===== config.mk =====
export PLATFORM = sky130hd
export DESIGN_NAME = burrito_sequencer_flat
export DESIGN_NICKNAME = d
export VERILOG_FILES = /design/src/rtl/burrito_sequencer_if.sv /design/src/rtl/burrito_sequencer.sv /design/src/flat_wrapper.sv
export SDC_FILE = /design/constraint.sdc
export NUM_CORES = 1
export LEC_CHECK = 0
export CAP_MARGIN = 20
export CELL_PAD_IN_SITES_DETAIL_PLACEMENT = 1
export CELL_PAD_IN_SITES_GLOBAL_PLACEMENT = 1
export CORE_MARGIN = 4
export CORE_UTILIZATION = 40
export CTS_CLUSTER_DIAMETER = 150
export DETAILED_ROUTE_END_ITERATION = 8
export HOLD_SLACK_MARGIN = 0.1
export PLACE_DENSITY = 0.86
export SETUP_SLACK_MARGIN = 0.05
export SYNTH_ARGS = -nofsm -noshare
export SYNTH_HDL_FRONTEND = slang
export SYNTH_SLANG_ARGS = --single-unit

===== constraint.sdc =====
create_clock -name clk -period 3.3 [get_ports clk]
set_input_delay 0.825 -clock clk [delete_from_list [all_inputs] [get_ports clk]]
set_output_delay 0.825 -clock clk [all_outputs]
set_load 0.05 [all_outputs]

===== src/rtl/burrito_sequencer_if.sv =====
// Instruction handshake and datapath-control bundle between an instruction source,
// the sequencer, and the Burrito register-file/ALU.
interface burrito_sequencer_if #(
  parameter int CNT_W = 16
);
  logic             InstrValid;
  logic [31:0]      InstrData;
  logic             InstrReady;
  logic             RegWrite;
  logic [4:0]       Addr_op1;
  logic [4:0]       Addr_op2;
  logic [4:0]       Addr_Destino;
  logic [2:0]       Operacion;
  logic             Busy;
  logic             Halted;
  logic [CNT_W-1:0] Retired;

  modport slave (
    input  InstrValid, InstrData,
    output InstrReady, RegWrite, Addr_op1, Addr_op2, Addr_Destino,
           Operacion, Busy, Halted, Retired
  );

  modport master (
    output InstrValid, InstrData,
    input  InstrReady, RegWrite, Addr_op1, Addr_op2, Addr_Destino,
           Operacion, Busy, Halted, Retired
  );
endinterface


===== src/rtl/burrito_sequencer.sv =====
// Decodes 32-bit instruction words into Burrito datapath controls, with per-word
// repeat (vector) execution, address auto-increment and a terminal HALT.
module burrito_sequencer #(
  parameter int CNT_W = 16
) (
  input logic                clk,
  input logic                rst,
  burrito_sequencer_if.slave bus
);

  typedef enum logic [1:0] {S_IDLE, S_SETUP, S_WRITE, S_HALTED} state_t;

  localparam logic [1:0] K_ALU  = 2'b01;
  localparam logic [1:0] K_HALT = 2'b11;

  state_t           r_state;
  logic [2:0]       r_op;
  logic [4:0]       r_dest;
  logic [4:0]       r_op1;
  logic [4:0]       r_op2;
  logic             r_is_alu;
  logic             r_inc;
  logic [7:0]       r_rep;
  logic [7:0]       r_iter;
  logic             r_regwrite;
  logic             r_ready;
  logic             r_busy;
  logic             r_halted;
  logic [CNT_W-1:0] r_retired;

  logic       w_accept;
  logic [1:0] w_kind;
  logic       w_unused_bits;

  assign w_accept      = bus.InstrValid && r_ready;
  assign w_kind        = bus.InstrData[13:12];
  assign w_unused_bits = ^bus.InstrData[11:9];

  always_ff @(posedge clk) begin
    if (rst) begin
      r_state    <= S_IDLE;
      r_op       <= '0;
      r_dest     <= '0;
      r_op1      <= '0;
      r_op2      <= '0;
      r_is_alu   <= 1'b0;
      r_inc      <= 1'b0;
      r_rep      <= '0;
      r_iter     <= '0;
      r_regwrite <= 1'b0;
      r_ready    <= 1'b1;
      r_busy     <= 1'b0;
      r_halted   <= 1'b0;
      r_retired  <= '0;
    end else begin
      case (r_state)
        S_IDLE: begin
          if (w_accept) begin
            r_ready <= 1'b0;
            if (w_kind == K_HALT) begin
              r_state  <= S_HALTED;
              r_halted <= 1'b1;
            end else begin
              r_op     <= bus.InstrData[31:29];
              r_dest   <= bus.InstrData[28:24];
              r_op1    <= bus.InstrData[23:19];
              r_op2    <= bus.InstrData[18:14];
              r_is_alu <= (w_kind == K_ALU);
              r_inc    <= bus.InstrData[8];
              r_rep    <= bus.InstrData[7:0];
              r_iter   <= '0;
              r_busy   <= 1'b1;
              r_state  <= S_SETUP;
            end
          end
        end
        S_SETUP: begin
          r_regwrite <= r_is_alu;
          r_state    <= S_WRITE;
        end
        S_WRITE: begin
          // Addresses advance on the same edge RegWrite falls, so a write never sees them move.
          r_regwrite <= 1'b0;
          if (r_is_alu && (r_iter < r_rep)) begin
            r_iter <= r_iter + 8'd1;
            r_dest <= r_dest + 5'd1;
            if (r_inc) begin
              r_op1 <= r_op1 + 5'd1;
              r_op2 <= r_op2 + 5'd1;
            end
            r_state <= S_SETUP;
          end else begin
            r_retired <= r_retired + CNT_W'(1);
            r_ready   <= 1'b1;
            r_busy    <= 1'b0;
            r_state   <= S_IDLE;
          end
        end
        S_HALTED: begin
          r_regwrite <= 1'b0;
          r_ready    <= 1'b0;
        end
        default: r_state <= S_IDLE;
      endcase
    end
  end

  assign bus.InstrReady   = r_ready;
  assign bus.RegWrite     = r_regwrite;
  assign bus.Addr_op1     = r_op1;
  assign bus.Addr_op2     = r_op2;
  assign bus.Addr_Destino = r_dest;
  assign bus.Operacion    = r_op;
  assign bus.Busy         = r_busy;
  assign bus.Halted       = r_halted;
  assign bus.Retired      = r_retired;

endmodule


===== src/flat_wrapper.sv =====
// flat-port wrapper written by rule: the top's interface ports become plain ports
module burrito_sequencer_flat 
#(
  parameter int CNT_W = 16
)
  (clk, rst, bus_InstrValid, bus_InstrData, bus_InstrReady, bus_RegWrite, bus_Addr_op1, bus_Addr_op2, bus_Addr_Destino, bus_Operacion, bus_Busy, bus_Halted, bus_Retired);
  burrito_sequencer_if #(.CNT_W(CNT_W)) bus_i ();
  input logic clk;
  input logic rst;
  input wire logic [$bits(bus_i.InstrValid)-1:0] bus_InstrValid;
  input wire logic [$bits(bus_i.InstrData)-1:0] bus_InstrData;
  output wire logic [$bits(bus_i.InstrReady)-1:0] bus_InstrReady;
  output wire logic [$bits(bus_i.RegWrite)-1:0] bus_RegWrite;
  output wire logic [$bits(bus_i.Addr_op1)-1:0] bus_Addr_op1;
  output wire logic [$bits(bus_i.Addr_op2)-1:0] bus_Addr_op2;
  output wire logic [$bits(bus_i.Addr_Destino)-1:0] bus_Addr_Destino;
  output wire logic [$bits(bus_i.Operacion)-1:0] bus_Operacion;
  output wire logic [$bits(bus_i.Busy)-1:0] bus_Busy;
  output wire logic [$bits(bus_i.Halted)-1:0] bus_Halted;
  output wire logic [$bits(bus_i.Retired)-1:0] bus_Retired;
  assign bus_i.InstrValid = bus_InstrValid;
  assign bus_i.InstrData = bus_InstrData;
  assign bus_InstrReady = bus_i.InstrReady;
  assign bus_RegWrite = bus_i.RegWrite;
  assign bus_Addr_op1 = bus_i.Addr_op1;
  assign bus_Addr_op2 = bus_i.Addr_op2;
  assign bus_Addr_Destino = bus_i.Addr_Destino;
  assign bus_Operacion = bus_i.Operacion;
  assign bus_Busy = bus_i.Busy;
  assign bus_Halted = bus_i.Halted;
  assign bus_Retired = bus_i.Retired;
  burrito_sequencer #(.CNT_W(CNT_W)) u_core (.clk(clk), .rst(rst), .bus(bus_i));
endmodule

==> flow_metrics.tcl <==
set metrics [dict create \
    outcome "finished, final reports clean" \
    htreeDepth 3 \
    synthesis.area_mm2 0.00341 \
    numPortBuffers 69 \
    cts_tree "done" \
    min_period_ns 2.46 \
    detail_route.iter0.violations 131 \
    synth_nets 475 \
    viasPerCell 6.01 \
    max_slew_margin_pct 52.1 \
    yosysUniqueCellTypes 53 \
    required_ns 2.47 \
    setup.worst_path.start_class "register" \
    synthArstFlopShare_pct 0 \
    fin_crit_sh_pct 74.6 \
    r2r-end "u_core.bus.Retired[9]" \
    ff2ff_path_depth 6 \
    antenna_cells 0 \
    synth_top_area_cell "dfxtp_1" \
    r2r_slack_ns 0.84 \
    wl_met3_um 582 \
    synth_edf_count 0 \
    core_area_mm2 0.00826 \
    die_x_um 100 \
    path_buf_inv 1 \
    final_common_cell "clkdlybuf4s50_1" \
    grt_max_degree 67 \
    finClkSkew_ns 0.00946 \
    path_clk_slew_ns 0.07 \
    antenna_left 0 \
    finalWorstSetupSlack_ns 0.837 \
    critPathMaxStageDelay_ns 0.85 \
    met1_length_um 4730 \
    place_congestion 0.818 \
    endpoint "bus_Retired[2]" \
    setup_tns_ns 0 \
    fin_nets 545 \
    dieArea_mm2 0.0101 \
    maxCapViolations 0 \
    hold_class "register to register" \
    worstSetupStartpoint "u_core.bus.Retired[2]" \
    clk_latency_ns 0.34 \
    yosys.area.top_type_share_pct 34.1 \
    cts-root-buf "clkbuf_8" \
    hold_buffers 0 \
    tightestPinTransition_ns 0.718 \
    drt-pass1-iter-count 4 \
    syn_to_final_growth_pct 30.3 \
    synth_ff_type "dfxtp_1" \
    yosys_warnings 0 \
    wire_per_inst_um 18.6 \
    fmax_mhz 406 \
    grt_overflow 0 \
    cts_resized 0 \
    cp.arrival_ns 1.64 \
    pwr_density_cell_mw_per_mm2 719 \
    synth.ff_latch_count 58 \
    die_h_um 100 \
    grt_pass1_wl_um 18400 \
    dp_slack_ns 0.482 \
    path_depth 1 \
    crit_slowest_cell "clkdlybuf4s50_1" \
    wl_um 11200 \
    route.met2.wl_um 5540 \
    endpoint_kind "output pin" \
    r2r-start "u_core.r_iter[1]" \
    row_count 33 \
    slew_violations 0 \
    peakVddDrop_uv 223 \
    clockBufferDepth 2 \
    highest_layer "met4" \
    yosys-top-cells-area "dfxtp_1, ha_1, nand2_1" \
    yosysSeqAreaShare_pct 34.1 \
    cp_cell_sequence "clkdlybuf4s50_1" \
    mostFrequentLayoutCells "clkdlybuf4s50_1, dfxtp_1, nand2_1" \
    gr-usage-all-layers_pct 22.9 \
    grt_pass1_vias 3807 \
    num-fill-cells 1011 \
    cts.sink_count 58 \
    drive_gt1_share_pct 10.9 \
    numCtsBuffers 9 \
    syn_avg_cell_area_um2 8.08 \
    start_util_pct 41.3 \
    hold_viol 0 \
    netlist_instances 422 \
    crit_fanout 7 \
    antenna_found_initial 0 \
    route.detailed.drc 0 \
    ios 73 \
    cp_top_family "buffers and inverters" \
    leakage_uw 0.00164 \
    post_cts_buffers 0 \
    rsz0062_at_grt "false" \
    setup_violations 0 \
    routed-via-count 3616 \
    crit_type "register to output pin" \
    dp_hpwl_um 7740 \
]
==> report_power, final <==
group          internal [uW]  switching (uW)  total [uW]  leakage [uW]
clock                    386             307         693      0.000105
sequential               814             129         943      0.000471
combinational            538            1020        1560       0.00106
total                   1740            1460        3190       0.00164
==> Yosys cell counts (3+ instances only) <==
| cell | number |
|---|---|
| o21a_1 | 3 |
| clkbuf_1 | 20 |
| nand3_1 | 15 |
| nor2_1 | 26 |
| nand2_1 | 57 |
| nor4_1 | 14 |
| nor3_1 | 10 |
| o21ai_0 | 13 |
| mux2_2 | 17 |
| nor2b_1 | 13 |
| a221oi_1 | 5 |
| o211a_1 | 3 |
| inv_1 | 17 |
| and2_1 | 3 |
| buf_2 | 3 |
| a21o_1 | 4 |
| o211ai_1 | 8 |
| and3_1 | 10 |
| o32ai_1 | 3 |
| a31oi_1 | 4 |
| nand2b_1 | 3 |
| and4_1 | 5 |
| a211oi_1 | 6 |
| a22oi_1 | 4 |
| o31ai_1 | 3 |
| ha_1 | 18 |
| a21oi_1 | 29 |
| dfxtp_1 | 58 |
| nand4_1 | 13 |
| nand3b_1 | 3 |
==> layout make-up <==
cell class | count | area [um2] | area share [%]
clock buffer | 11 | 151 | 3.41
multi-input combinational | 322 | 2090 | 47.0
timing repair buffer | 83 | 791 | 17.8
tap | 105 | 131 | 2.96
inverter | 18 | 67.6 | 1.52
sequential | 58 | 1160 | 26.1
clock inverter | 5 | 52.6 | 1.18
==> flip-flops by register name (all words and copies together), names as in the netlist <==
name / flops
u_core.bus.Retired: 16
u_core.r_iter: 8
u_core.r_rep: 8
u_core.bus.Addr_Destino: 5
u_core.bus.Addr_op1: 5
u_core.bus.Addr_op2: 5
u_core.bus.Operacion: 3
u_core.r_state: 2
u_core.bus.Busy: 1
u_core.bus.Halted: 1
u_core.bus.InstrReady: 1
u_core.bus.RegWrite: 1
u_core.r_inc: 1
u_core.r_is_alu: 1
==> through the flow <==
stage	instances	total power, uW	util [%]	area [um2]	hold WS, ns
final	602	3190	53.8	4440	0.460
after global routing	602	3370	53.8	4440	0.492
after CTS	602	3190	53.8	4440	0.463
after detailed placement	586	2490	51.3	4240	0.450
after global placement	586	2440	51.3	4240	0.443
after floorplan	422	1930	-	3410	0.436
==> kinds of logic after synthesis <==
| kind of cell | Yosys count | synth area share (%) |
|---|---|---|
| AOI/OAI and AO/OA | 104 | 21.1 |
| adders and majority gates | 18 | 6.61 |
| buffers and inverters | 42 | 4.73 |
| DFF | 58 | 34.1 |
| muxes | 19 | 6.20 |
| and+or+nand+nor | 181 | 27.3 |
==> routing by layer <==
metal  GRT usage [%]  vias up
met3            4.10       26
li1                -     1708
met5               0        -
met2            39.1      112
met1            27.3     1770
met4            12.1        0
==> how the worst min path moves through the flow <==
stage / to / slack [ns] / start / depth (start not counted)
finish: u_core.r_rep[1] / 0.46 / u_core.r_rep[1] / 2
global route: u_core.r_rep[4] / 0.49 / u_core.r_rep[4] / 2
CTS: u_core.r_rep[1] / 0.46 / u_core.r_rep[1] / 2
detailed placement: u_core.r_rep[7] / 0.45 / u_core.r_rep[7] / 2
global placement: u_core.bus.Operacion[2] / 0.44 / u_core.bus.Operacion[2] / 2
floorplan: u_core.r_rep[1] / 0.44 / u_core.r_rep[1] / 2
==> worst reg2reg max path: cells and delay by family, from the launching register on <==
kind	cells	cell delay [ns]
muxes	1	0.28
AOI/OAI and AO/OA	2	1.00
and+or+nand+nor	1	0.08
DFF	1	0.44
adders and majority gates	1	0.28
buffers and inverters	1	0.26
(Power assumes the default switching activity.)
